==> src/rtl/dmem_lsu.sv <==
// dmem_lsu: load/store initiator between the MEM stage and a single-port
// 32-bit word RAM without byte enables. Sub-word stores are performed as
// read-modify-write. Load data is extracted and sign/zero extended here.
// Exactly one response pulse is returned per accepted request.

`ifndef DATA_W
`define DATA_W 32
`endif

module dmem_lsu #(
  parameter int D_WIDTH = `DATA_W,
  parameter int A_WIDTH = 8
) (
  input  logic               clock,
  input  logic               reset,
  input  logic               req_valid,
  output logic               req_ready,
  input  logic               req_we,
  input  logic [2:0]         req_funct3,
  input  logic [31:0]        req_addr,
  input  logic [31:0]        req_wdata,
  output logic               rsp_valid,
  output logic [31:0]        rsp_rdata,
  output logic               rsp_err,
  output logic [D_WIDTH-1:0] ram_address,
  output logic [D_WIDTH-1:0] ram_data,
  output logic               ram_wren,
  input  logic [D_WIDTH-1:0] ram_q
);

  // Sequencer states
  localparam logic [1:0] IDLE     = 2'b00;
  localparam logic [1:0] RD_ISSUE = 2'b01;
  localparam logic [1:0] RD_WAIT  = 2'b10;
  localparam logic [1:0] WR       = 2'b11;

  // RV32I funct3 encodings
  localparam logic [2:0] F3_B  = 3'b000;
  localparam logic [2:0] F3_H  = 3'b001;
  localparam logic [2:0] F3_W  = 3'b010;
  localparam logic [2:0] F3_BU = 3'b100;
  localparam logic [2:0] F3_HU = 3'b101;

  // Extract the addressed lane from a RAM word and extend it for the load type.
  function automatic logic [31:0] extract_load(
    input logic [31:0] word,
    input logic [2:0]  funct3,
    input logic [1:0]  lane
  );
    logic [7:0]  byte_v;
    logic [15:0] half_v;
    logic [31:0] result;
    case (lane)
      2'b00:   byte_v = word[7:0];
      2'b01:   byte_v = word[15:8];
      2'b10:   byte_v = word[23:16];
      2'b11:   byte_v = word[31:24];
      default: byte_v = 8'h00;
    endcase
    if (lane[1]) begin
      half_v = word[31:16];
    end else begin
      half_v = word[15:0];
    end
    case (funct3)
      F3_B:    result = {{24{byte_v[7]}}, byte_v};
      F3_H:    result = {{16{half_v[15]}}, half_v};
      F3_W:    result = word;
      F3_BU:   result = {24'h000000, byte_v};
      F3_HU:   result = {16'h0000, half_v};
      default: result = 32'h00000000;
    endcase
    return result;
  endfunction

  // Replace the target lane of the old RAM word with the store data.
  function automatic logic [31:0] merge_store(
    input logic [31:0] word,
    input logic [31:0] wdata,
    input logic [2:0]  funct3,
    input logic [1:0]  lane
  );
    logic [31:0] result;
    result = word;
    case (funct3[1:0])
      2'b00: begin
        case (lane)
          2'b00:   result[7:0]   = wdata[7:0];
          2'b01:   result[15:8]  = wdata[7:0];
          2'b10:   result[23:16] = wdata[7:0];
          2'b11:   result[31:24] = wdata[7:0];
          default: result        = word;
        endcase
      end
      2'b01: begin
        if (lane[1]) begin
          result[31:16] = wdata[15:0];
        end else begin
          result[15:0] = wdata[15:0];
        end
      end
      default: result = wdata;
    endcase
    return result;
  endfunction

  logic [1:0]         state_r;
  logic               we_r;
  logic [2:0]         funct3_r;
  logic [1:0]         lane_r;
  logic [31:0]        wdata_r;

  logic               accept_s;
  logic               illegal_s;
  logic               misaligned_s;
  logic [D_WIDTH-1:0] word_addr_s;

  logic [1:0]         state_nxt_s;
  logic               latch_en_s;
  logic               rsp_valid_nxt_s;
  logic [31:0]        rsp_rdata_nxt_s;
  logic               rsp_err_nxt_s;
  logic [D_WIDTH-1:0] ram_address_nxt_s;
  logic [D_WIDTH-1:0] ram_data_nxt_s;
  logic               ram_wren_nxt_s;

  // Address bits above the memory size are deliberately ignored (wrap).
  logic               unused_addr_hi;
  assign unused_addr_hi = &{1'b0, req_addr[31:A_WIDTH+2]};

  assign req_ready   = (state_r == IDLE) && !reset;
  assign accept_s    = req_valid && req_ready;
  assign word_addr_s = {{(D_WIDTH-A_WIDTH){1'b0}}, req_addr[A_WIDTH+1:2]};

  // Classify the incoming request as illegal or misaligned.
  always_comb begin
    illegal_s    = 1'b0;
    misaligned_s = 1'b0;
    if (req_we) begin
      illegal_s = (req_funct3 != F3_B) && (req_funct3 != F3_H) && (req_funct3 != F3_W);
    end else begin
      illegal_s = (req_funct3 == 3'b011) || (req_funct3 == 3'b110) || (req_funct3 == 3'b111);
    end
    case (req_funct3[1:0])
      2'b01:   misaligned_s = req_addr[0];
      2'b10:   misaligned_s = (req_addr[1:0] != 2'b00);
      default: misaligned_s = 1'b0;
    endcase
  end

  // Next-state and next-output logic of the access sequencer.
  always_comb begin
    state_nxt_s       = state_r;
    latch_en_s        = 1'b0;
    rsp_valid_nxt_s   = 1'b0;
    rsp_rdata_nxt_s   = rsp_rdata;
    rsp_err_nxt_s     = rsp_err;
    ram_address_nxt_s = ram_address;
    ram_data_nxt_s    = ram_data;
    ram_wren_nxt_s    = 1'b0;
    case (state_r)
      IDLE: begin
        if (accept_s) begin
          if (illegal_s || misaligned_s) begin
            // Rejected requests answer immediately and never touch the RAM.
            rsp_valid_nxt_s = 1'b1;
            rsp_err_nxt_s   = 1'b1;
            rsp_rdata_nxt_s = 32'h00000000;
          end else begin
            latch_en_s        = 1'b1;
            ram_address_nxt_s = word_addr_s;
            if (req_we && (req_funct3 == F3_W)) begin
              // Full-word stores need no read of the old contents.
              ram_data_nxt_s = req_wdata;
              ram_wren_nxt_s = 1'b1;
              state_nxt_s    = WR;
            end else begin
              state_nxt_s = RD_ISSUE;
            end
          end
        end else begin
          state_nxt_s = IDLE;
        end
      end
      RD_ISSUE: begin
        // The RAM registers the address at the end of this cycle.
        state_nxt_s = RD_WAIT;
      end
      RD_WAIT: begin
        if (we_r) begin
          ram_data_nxt_s = merge_store(ram_q, wdata_r, funct3_r, lane_r);
          ram_wren_nxt_s = 1'b1;
          state_nxt_s    = WR;
        end else begin
          rsp_valid_nxt_s = 1'b1;
          rsp_err_nxt_s   = 1'b0;
          rsp_rdata_nxt_s = extract_load(ram_q, funct3_r, lane_r);
          state_nxt_s     = IDLE;
        end
      end
      WR: begin
        // The write commits at the closing edge of this cycle.
        rsp_valid_nxt_s = 1'b1;
        rsp_err_nxt_s   = 1'b0;
        rsp_rdata_nxt_s = 32'h00000000;
        state_nxt_s     = IDLE;
      end
      default: begin
        state_nxt_s = IDLE;
      end
    endcase
  end

  // Register state, request context and all RAM/response outputs.
  always_ff @(posedge clock) begin
    if (reset) begin
      state_r     <= IDLE;
      we_r        <= 1'b0;
      funct3_r    <= 3'b000;
      lane_r      <= 2'b00;
      wdata_r     <= 32'h00000000;
      rsp_valid   <= 1'b0;
      rsp_rdata   <= 32'h00000000;
      rsp_err     <= 1'b0;
      ram_address <= {D_WIDTH{1'b0}};
      ram_data    <= {D_WIDTH{1'b0}};
      ram_wren    <= 1'b0;
    end else begin
      state_r     <= state_nxt_s;
      rsp_valid   <= rsp_valid_nxt_s;
      rsp_rdata   <= rsp_rdata_nxt_s;
      rsp_err     <= rsp_err_nxt_s;
      ram_address <= ram_address_nxt_s;
      ram_data    <= ram_data_nxt_s;
      ram_wren    <= ram_wren_nxt_s;
      if (latch_en_s) begin
        we_r     <= req_we;
        funct3_r <= req_funct3;
        lane_r   <= req_addr[1:0];
        wdata_r  <= req_wdata;
      end else begin
        we_r     <= we_r;
        funct3_r <= funct3_r;
        lane_r   <= lane_r;
        wdata_r  <= wdata_r;
      end
    end
  end

endmodule

==> config.mk <==
export PLATFORM = sky130hd
export DESIGN_NAME = dmem_lsu
export DESIGN_NICKNAME = d
export VERILOG_FILES = /design/src/rtl/dmem_lsu.sv
export SDC_FILE = /design/constraint.sdc
export NUM_CORES = 1
export LEC_CHECK = 0
export CORE_ASPECT_RATIO = 1.75
export CORE_MARGIN = 2
export CORE_UTILIZATION = 50
export CTS_CLUSTER_DIAMETER = 40
export DETAILED_ROUTE_END_ITERATION = 10
export GPL_TIMING_DRIVEN = 0
export PLACE_DENSITY_LB_ADDON = 0.2
export SLEW_MARGIN = 5
export SYNTH_ARGS = -nofsm -noshare
export SYNTH_HDL_FRONTEND = slang
export SYNTH_SLANG_ARGS = --single-unit
==> constraint.sdc <==
create_clock -name clock -period 3.7 [get_ports clock]
set_input_delay 0.555 -clock clock [delete_from_list [all_inputs] [get_ports clock]]
set_output_delay 0.555 -clock clock [all_outputs]
set_load 0.1 [all_outputs]
==> Yosys cells after proc, flatten, opt, wreduce, memory -nomap -nowiden <==
Cells that the tools add are included.
{ "word_totals": {"regBits": 115, "input_bits": 103, "output_inout_bits": 100, "wordCells": 100} }
{ "op_classes": {"n_eq_ne": 26, "muxes": 42, "bitwise_logic": 1, "reduce_logical": 20} }
{ "ops": {"columns": ["operator", "count"], "rows": [
  ["32-bit 2-to-1 mux", 7],
  ["32-bit case mux with 5 select lines", 1],
  ["32-bit case mux with 2 select lines", 2],
  ["32-bit case mux with 3 select lines", 1],
  ["16-bit 2-to-1 mux", 3],
  ["8-bit 2-to-1 mux", 4],
  ["8-bit case mux with 4 select lines", 1],
  ["1-bit 2-to-1 mux", 14],
  ["3-bit equality test, second input constant", 4],
  ["2-bit equality test, second input constant", 5],
  ["3-bit by 2-bit equality test with 1-bit output, second input constant", 3],
  ["2-bit by 1-bit equality test with 1-bit output, second input constant", 4],
  ["2-bit 2-to-1 mux", 4],
  ["2-bit inequality test, second input constant", 4],
  ["2-bit case mux with 4 select lines", 1],
  ["2-bit logical NOT", 3],
  ["1-bit case mux with 3 select lines", 2],
  ["3-bit nonzero test", 2],
  ["1-bit logical AND", 5],
  ["5-bit AND reduction", 1],
  ["2-bit by 1-bit inequality test with 1-bit output, second input constant", 2],
  ["1-bit case mux with 2 select lines", 2],
  ["4-bit AND reduction", 1],
  ["2-bit nonzero test", 2],
  ["other kinds (9)", 11]
]} }

==> Depth between registers and ports, before layout <==
Gate-level depths: netlist of run 1.
{ "depth": {"word_depth": 8, "depth_mapped": 10} }

==> Worst setup path before layout of run 1 <==
No wires, ideal clock.
{ "synth_timing": {"path_type": "input-to-reg", "start": "input port reset", "end": "register ram_data[13]", "setup_time_ps": 132, "arrival_time_ps": 2752, "slack_ps": 815, "stages": 8, "n_path_buf": 3, "path_cell_list": "nor3_2 and2_1 a32oi_2 buf_6 buf_6 buf_4 nand2_1 a21oi_1"} }
{ "synth_between": {"elab_chain_len": 5} }
{ "synth_rtl": {"columns": ["element", "line", "source"], "rows": [
  ["from (decl)", "15", "input logic reset,"],
  ["1-bit logical NOT", "131", "assign req_ready = (state_r == IDLE) && !reset;"],
  ["1-bit logical AND", "131", null],
  ["1-bit logical AND", "132", "assign accept_s = req_valid && req_ready;"],
  ["2-bit inequality test (no line)", null, null],
  ["5-bit AND reduction (no line)", null, null],
  ["to (signal assigned)", "226", "ram_data <= {D_WIDTH{1'b0}};"],
  ["to (signal assigned)", "234", "ram_data <= ram_data_nxt_s;"],
  ["to (decl)", "26", "output logic [D_WIDTH-1:0] ram_data,"]
]} }
Several ways; a longest one is shown, not always the timed one.
A chain may end at the register's enable or synchronous reset.

==> Final worst setup path of run 1 <==
{ "layout_timing": {"start": "input port reset", "end": "output port req_ready"} }
{ "layout_between": {"elab_chain_len": 2} }
{ "layout_rtl": {"columns": ["element", "line", "source"], "rows": [
  ["1-bit logical NOT", "131", null],
  ["1-bit logical AND", "131", null],
  ["to (decl)", "17", "output logic req_ready,"]
]} }
No other way between the ends.

==> impl_metrics.yaml, run 1 <==
run_status:
  outcome: "finished, final reports clean"
critical_path:
  r2r_slack_ns: 1.55
  worst_setup_path_start_kind: "input pin"
  cp-startpoint: "reset"
  cp_data_arrival_time_ns: 2.45
  crit_type: "input pin to output pin"
  cp.required_ns: 3.14
  critPathMaxFanout: 5
  worst_setup_path_end_kind: "output pin"
  timing.rr.start: "funct3_r[1]"
final_layout:
  antenna_cells: 0
  nets: 1022
  fill_cells: 890
  drive_gt1_share_pct: 11.4
  multi_input_area_um2: 3190
  fin_area_um2: 8390
  area_growth_syn_to_layout_pct: 40.5
  final_cell_mix: "clkdlybuf4s50_1, nand2_1, dfxtp_1, a21oi_1, mux2i_1"
  seqCellArea_um2: 2300
  final_common_cell: "clkdlybuf4s50_1"
drt:
  viasPerCell: 6.07
  drt_iter0_markers: 412
  wl_per_cell_um: 22.1
  ant_nets: 0
  drt_first_pass_iters: 5
  drt-total-wl_mm: 23.5
  drcViolationCount: 0
  vias: 6453
floorplan:
  coreArea_um2: 11600
  rows: 52
  fp.dieW_um: 86.6
  die-area_um2: 12900
  start_util_pct: 51.5
  die-height_um: 149
  pin_count: 203
timing:
  fmax_mhz: 333
  rsz0062_at_grt: "no"
  period_share_pct: 81.3
  hold_viol: 0
  finalSetupViolCount: 0
  worstMarginPinSlew_ns: 0.998
  min_period_ns: 3.01
  finalMaxSlewViolations: 0
  skew_ns: 0.00708
  relSlewSlack_pct: 33.3
  tns_ns: 0
placement:
  hpwlAfterDp_mm: 18.0
  io_buffer_count: 156
  placed_cell_area_um2: 7780
  gp_congestion: 0.989
clock_tree:
  cts_resized: 0
  cts_tree: "built"
  cts_buffers: 17
  clock_latency_ns: 0.42
  cts_max_level: 4
  cts_root_buf: "clkbuf_16"
  clk_pin_slew_ns: 0.06
  hold_buffers: 0
  cts_max_path_buffers: 2
  post-cts-setup-buffers: 0
  cts_num_sinks: 115
yosys:
  synth_edf_count: 0
  ys_ff_latch: 115
  synthAdderAreaFrac_pct: 0.839
  synthSimpleGateAreaFrac_pct: 15.0
  synthCells: 717
  avgSynthCellArea_um2: 8.32
  synth.area.mux_share_pct: 7.23
  synth-compound-area-share_pct: 28.8
  async_flop_share_pct: 0
  synth_top_family_by_area: "compound AO/OA/AOI/OAI gates"
  synth-main-ff-cell: "dfxtp_1"
  synth_xor_area_share_pct: 0
  yosys_warnings: 0
  ys_seq_area_share_pct: 38.6
  synthesis.area_um2: 5970
  synth_cell_types: 42
pwr:
  total_power_mw: 3.77
  leakage_nw: 3.15
  peakVddDrop_v: 0.000310
  p_per_area_nw_per_um2: 450
grt:
  gr-total-overflow: 0
  grt_pass1_wl_mm: 35.1
  grt_use_total_pct: 36.3
  grt_start_max_net_pins: 17
  grt_pass1_vias: 6573
  antenna_found_initial: 0
hold_path:
  hp-start: "ram_data[12]"
  hp-class: "flop to flop"
job:
  cap_violations: 0
==> registers in the layout (all words and copies together), names as in the netlist <==
| signal | count |
|---|---|
| ram_wren | 1 |
| we_r | 1 |
| wdata_r | 32 |
| lane_r | 2 |
| rsp_valid | 1 |
| ram_address | 8 |
| rsp_err | 1 |
| rsp_rdata | 32 |
| ram_data | 32 |
| funct3_r | 3 |
| state_r | 2 |
==> through the flow <==
stage	hold WS (ns)	utilization [%]	setup WS, ns	std cells
after floorplan	0.431	-	0.815	740
after global placement	0.437	67.2	0.674	1031
after detailed placement	0.444	67.2	0.618	1031
after CTS	0.452	72.4	0.687	1063
after global routing	0.471	72.4	0.643	1063
final	0.453	72.4	0.693	1063
==> cells in the mapped netlist, types with 5 or more instances <==
cell | instances | area (um2)
nand2_1 | 136 | 510
a211o_1 | 16 | 140
nor2_1 | 31 | 116
a211oi_1 | 9 | 67.6
clkbuf_1 | 24 | 90.1
a2bb2oi_1 | 8 | 70.1
o21ai_0 | 11 | 55.1
buf_6 | 7 | 78.8
buf_4 | 29 | 218
mux2_2 | 9 | 101
a311o_1 | 16 | 160
nand3_1 | 16 | 80.1
buf_2 | 24 | 120
inv_1 | 12 | 45.0
nand3b_1 | 8 | 60.1
dfxtp_1 | 115 | 2300
o2bb2ai_1 | 31 | 272
o31ai_1 | 12 | 90.1
a22o_1 | 8 | 70.1
mux2i_1 | 33 | 330
a21oi_1 | 109 | 546
a221oi_1 | 16 | 140
nor2b_1 | 5 | 31.3
==> path summary, 6_finish.rpt <==
| kind | to | cells past startpoint |
|---|---|---|
| setup / recovery | req_ready | 3 |
| hold / removal | ram_data[12] | 2 |
| setup reg to reg | ram_data[14] | 6 |
| hold reg to reg | ram_data[12] | 2 |
==> cell families after synthesis <==
logic type | Yosys count
buffers and inverters | 100
multiplexers | 42
AND/OR/NAND/NOR | 211
adder cells (fa/ha/maj) | 4
other | 1
AO/OA/AOI/OAI | 244
flip-flops | 115
==> critical path, cell delays in order <==
cell             delay [ns]
clkdlybuf4s50_1        0.52
nor3_2                 0.21
clkdlybuf4s50_1        1.17
==> layer usage <==
| layer | GRT usage (%) | vias up | routed length, um |
|---|---|---|---|
| li1 | - | 2932 | - |
| met1 | 37.7 | 3017 | 8110 |
| met2 | 61.5 | 396 | 11600 |
| met3 | 7.49 | 108 | 1800 |
| met4 | 29.2 | 0 | 2000 |
| met5 | 0 | - | 0 |
==> power by group <==
group          internal [mW]  switching (mW)  leakage, nW
clock                   1.08           0.617        0.283
combinational          0.252           0.519         1.94
sequential              1.28          0.0335        0.930
total                   2.60            1.17         3.15
==> final cells by class <==
cell class / instances / area share [%]
Clock inverter: 12 / 1.86
Clock buffer: 20 / 5.33
Tap cell: 135 / 2.01
Multi-Input combinational cell: 525 / 38.0
Sequential cell: 115 / 27.4
Inverter: 13 / 0.582
Timing Repair Buffer: 156 / 18.6
Buffer: 87 / 6.18
Note: power is estimated with default switching activity, not from simulation.
==> inputs of run 2 (changes only) <==
Settings changed: CORE_UTILIZATION 50 to 46.
Clock period 3.7 ns to 3.1 ns, I/O delays scaled along.
==> run 2 against run 1 <==
  * Sequential share of layout area fell by 0.14 points
  * Utilization fell by 6.6 points
  * Via count fell by 0.54%
  * Clock skew barely moved
  * Sequential cell count did not move
  * Final cell count rose by 3.4%
  * Non-clock buffer count did not move
  * Register-to-register slack got worse by 0.55 ns
  * Setup slack got worse by 0.42 ns
  * Final area rose by 0.52%
==> impl_metrics.yaml, run 2 (synthesis results as in run 1) <==
floorplan:
  rows: 55
  die-area_um2: 13900
  fp.dieW_um: 90.1
  coreArea_um2: 12800
  start_util_pct: 46.6
  pin_count: 203
  die-height_um: 155
final_layout:
  seqCellArea_um2: 2300
  largestRegisters: "ram_data (32), rsp_rdata (32), wdata_r (32)"
  area_growth_syn_to_layout_pct: 41.3
  antenna_cells: 0
  final_common_cell: "clkdlybuf4s50_1"
  drive_gt1_share_pct: 11.5
  multi_input_area_um2: 3190
  nets: 1022
  fill_cells: 1107
  final_cell_mix: "clkdlybuf4s50_1, nand2_1, dfxtp_1, a21oi_1, mux2i_1"
clock_tree:
  post-cts-setup-buffers: 0
  cts_max_level: 4
  cts_tree: "built"
  cts_root_buf: "clkbuf_16"
  hold_buffers: 0
  cts_max_path_buffers: 2
  cts_num_sinks: 115
  cts_buffers: 17
  cts_resized: 0
  clock_latency_ns: 0.42
  clk_pin_slew_ns: 0.06
critical_path:
  cp_data_arrival_time_ns: 2.37
  r2r_cells: 6
  worst_setup_path_end_kind: "output pin"
  timing.rr.start: "funct3_r[1]"
  r2r_slack_ns: 1.00
  cp.required_ns: 2.63
  worst_setup_path_start_kind: "input pin"
  critPathMaxFanout: 5
  crit_type: "input pin to output pin"
  r2r_end: "ram_data[15]"
timing:
  finalSetupViolCount: 0
  setup_slack_ns: 0.270
  period_share_pct: 91.3
  min_period_ns: 2.83
  finalMaxSlewViolations: 0
  hold_viol: 0
  rsz0062_at_grt: "no"
  relSlewSlack_pct: 32.6
  worstMarginPinSlew_ns: 1.01
  tns_ns: 0
  skew_ns: 0.00719
  fmax_mhz: 353
drt:
  ant_nets: 0
  wl_per_cell_um: 21.2
  vias: 6418
  drt_iter0_markers: 366
  drt-total-wl_mm: 23.3
  drcViolationCount: 0
  drt_first_pass_iters: 6
  viasPerCell: 5.84
hold_path:
  hp-start: "ram_data[26]"
  hp-class: "flop to flop"
  holdPathEnd: "ram_data[26]"
  worstHoldPathCells: 2
grt:
  antenna_found_initial: 0
  grt_start_max_net_pins: 17
  gr-total-overflow: 0
  grt_pass1_wl_mm: 35.2
  grt_use_total_pct: 32.8
  grt_pass1_vias: 6509
pwr:
  p_per_area_nw_per_um2: 533
  peakVddDrop_v: 0.000360
  leakage_nw: 3.16
placement:
  gp_congestion: 0.967
  hpwlAfterDp_mm: 18.2
  dpl_worst_slack_ns: 0.106
  io_buffer_count: 156
job:
  cap_violations: 0
run_status:
  outcome: "finished, final reports clean"
[run 2: changes by cell type in the layout (fill, tap and decap cells not counted), sizes merged]
cell	before	now
clkbuf	44	43
clkinvlp	4	3
clkinv	5	7
[run 2: cell type report]
type,instances,area share (%)
multi-input combinational,525,37.8
sequential,115,27.3
timing repair buffer,156,18.5
buffer,87,6.14
clock buffer,19,5.25
tap,171,2.54
clock inverter,13,1.88
inverter,13,0.579
[run 2: stage by stage]
stage / hold slack, ns / cell area, um2 / utilization [%] / power, mW / cells
finish: 0.452 / 8430 / 65.9 / 4.49 / 1099
global route: 0.471 / 8430 / 65.9 / 4.61 / 1099
CTS: 0.455 / 8430 / 65.9 / 4.48 / 1099
detailed placement: 0.446 / 7830 / 61.2 / 2.50 / 1067
global placement: 0.438 / 7830 / 61.2 / 2.49 / 1067
floorplan: 0.431 / 6050 / - / 2.20 / 740
[run 2: routing by layer]
metal / GRT usage (%) / vias to the layer above / wire length [um] / share of wire [%]
met5: 0 / - / 0 / 0
met4: 21.8 / 0 / 1450 / 6.2
met3: 6.82 / 100 / 1680 / 7.2
met2: 59.5 / 373 / 12100 / 52
met1: 33.5 / 3009 / 8090 / 35
li1: - / 2936 / - / -
[run 2: critical path: stages]
cell and delay [ns]:
clkdlybuf4s50_1 0.53, nor3_2 0.20, clkdlybuf4s50_1 1.17
[run 2: worst max-delay path by stage]
stage	from	end	slack (ns)	depth (start not counted)
2_1_floorplan	reset	ram_data[13]	0.31	8
3_3_place_gp	req_funct3[0]	wdata_r[24]	0.17	10
3_5_place_dp	req_funct3[0]	rsp_rdata[5]	0.11	9
4_1_cts	reset	req_ready	0.25	3
5_1_grt	reset	req_ready	0.23	3
6_report	reset	req_ready	0.27	3
[run 2: power breakdown]
part           switching [mW]  internal [mW]  total (mW)
sequential             0.0394           1.52        1.56
clock                   0.732           1.28        2.01
combinational           0.618          0.301       0.919
total                    1.39           3.11        4.49
==> inputs of run 3 (changes only) <==
Settings changed: CORE_UTILIZATION 46 to 64, DONT_BUFFER_PORTS set to 1.
==> run 3 against run 2 <==
  * Sequential cell count did not move
  * Critical path depth rose by 6
  * Hold slack worse by 0.29 ns
  * Via count is 8.2% lower
  * Clock skew up 0.00061 ns
  * Non-clock buffer count is 154 lower
  * Power decreased by 3.0%
  * First-iteration DRC count rose by 60%
  * Maximum frequency rose by 21%
  * Sequential power grew 9.6%
  * Final cell count down 19%
  * Setup slack better by 0.49 ns
  * Largest power group unchanged
==> impl_metrics.yaml, run 3 (synthesis results as in run 1) <==
run_status:
  outcome: "finished, final reports clean"
placement:
  gp_congestion: 0.965
  hpwlAfterDp_mm: 16.1
  io_buffer_count: 0
timing:
  fmax_mhz: 428
  hold_viol: 0
  skew_ns: 0.00780
  tns_ns: 0
  rsz0062_at_grt: "no"
  relSlewSlack_pct: 32.4
  finalMaxSlewViolations: 0
  period_share_pct: 75.4
  finalSetupViolCount: 0
  min_period_ns: 2.34
  worstMarginPinSlew_ns: 1.01
clock_tree:
  cts_tree: "built"
  hold_buffers: 0
  cts_max_level: 4
  clock_latency_ns: 0.42
  cts_root_buf: "clkbuf_16"
  clk_pin_slew_ns: 0.05
  cts_max_path_buffers: 2
  cts_num_sinks: 115
  cts_resized: 0
  post-cts-setup-buffers: 0
  cts_buffers: 17
grt:
  grt_use_total_pct: 41.3
  antenna_found_initial: 0
  grt_start_max_net_pins: 17
  grt_pass1_wl_mm: 32.2
  gr-total-overflow: 0
  grt_pass1_vias: 6015
drt:
  highest_layer: "met5"
  wl_met3_mm: 1.99
  drt_iter0_markers: 587
  vias: 5892
  drt-total-wl_mm: 21.2
  ant_nets: 0
  met2_length_mm: 10.4
  wl_met1_mm: 6.97
  wl_per_cell_um: 23.7
  viasPerCell: 6.59
  drcViolationCount: 0
  drt_first_pass_iters: 6
job:
  cap_violations: 0
final_layout:
  final_common_cell: "nand2_1"
  antenna_cells: 0
  nets: 868
  largestRegisters: "ram_data (32), rsp_rdata (32), wdata_r (32)"
  fill_cells: 696
  drive_gt1_share_pct: 13.7
  final_cell_mix: "nand2_1, dfxtp_1, a21oi_1, mux2i_1"
  area_growth_syn_to_layout_pct: 15.0
critical_path:
  cp_data_arrival_time_ns: 2.68
  worst_setup_path_start_kind: "flop"
  critPathMaxFanout: 10
  cp.required_ns: 3.45
  cp_cell_sequence: "nor3_4 > buf_16 > buf_1 > and2_1 > a32oi_2 > buf_2 > buf_2 > nand2_1 > a21oi_1"
  crit_type: "flop to flop"
  cpPeakStageDelay_ns: 0.52
  worst_setup_path_end_kind: "flop"
  r2r_slack_ns: 0.76
  cp_common_cell: "buf_2"
  critPathSlowestCell: "dfxtp_1"
pwr:
  p_per_area_nw_per_um2: 635
  peakVddDrop_v: 0.000568
  total_power_mw: 4.36
  leakage_nw: 2.61
floorplan:
  start_util_pct: 65.6
  die-area_um2: 10100
  fp.dieW_um: 77
  pin_count: 203
  rows: 46
  die-height_um: 132
  coreArea_um2: 9090
hold_path:
  hp-class: "input pin to flop"
## run 3: layer usage
layer	vias to the layer above	track usage, %
li1	2622	-
met4	2	32.5
met5	-	3.00
met3	127	13.1
met1	2748	40.5
met2	393	70.4
## run 3: metrics by stage
stage	std cells	setup slack (ns)	cell area [um2]	hold slack, ns	utilization, %
CTS	894	0.800	6860	0.157	75.5
floorplan	740	0.305	6050	0.431	-
global placement	860	-0.00229	6200	0.436	68.2
global route	894	0.670	6860	0.172	75.5
detailed placement	862	0.719	6240	0.447	68.6
finish	894	0.763	6860	0.160	75.5
## run 3: final timing paths
check         startpoint          end  depth (start not counted)
max           state_r[1]  ram_data[9]                          9
min               req_we         we_r                          2
max reg2reg   state_r[1]  ram_data[9]                          9
min reg2reg  wdata_r[21]  wdata_r[21]                          2
## run 3: worst max-delay path, delay by kind of cell (launching register included)
family	cells	cell delay, ns
flip-flops	1	0.52
buffers and inverters	4	0.90
AND/OR/NAND/NOR	3	0.39
AO/OA/AOI/OAI	2	0.44
## run 3: power breakdown
group	internal (mW)	leakage, nW	switching [mW]
clock	1.38	0.300	0.674
combinational	0.188	1.38	0.407
sequential	1.52	0.930	0.189
total	3.09	2.61	1.27
## run 3: layout make-up
class / instances / area [um2] / area share [%]
plain buffers: 87 / 518 / 7.55
clock buffers: 22 / 464 / 6.77
clock inverters: 10 / 155 / 2.26
inverters: 13 / 48.8 / 0.711
multi-input cells: 525 / 3190 / 46.5
flip-flops and latches: 115 / 2300 / 33.6
well taps: 120 / 150 / 2.19
repair buffers: 2 / 31.3 / 0.456
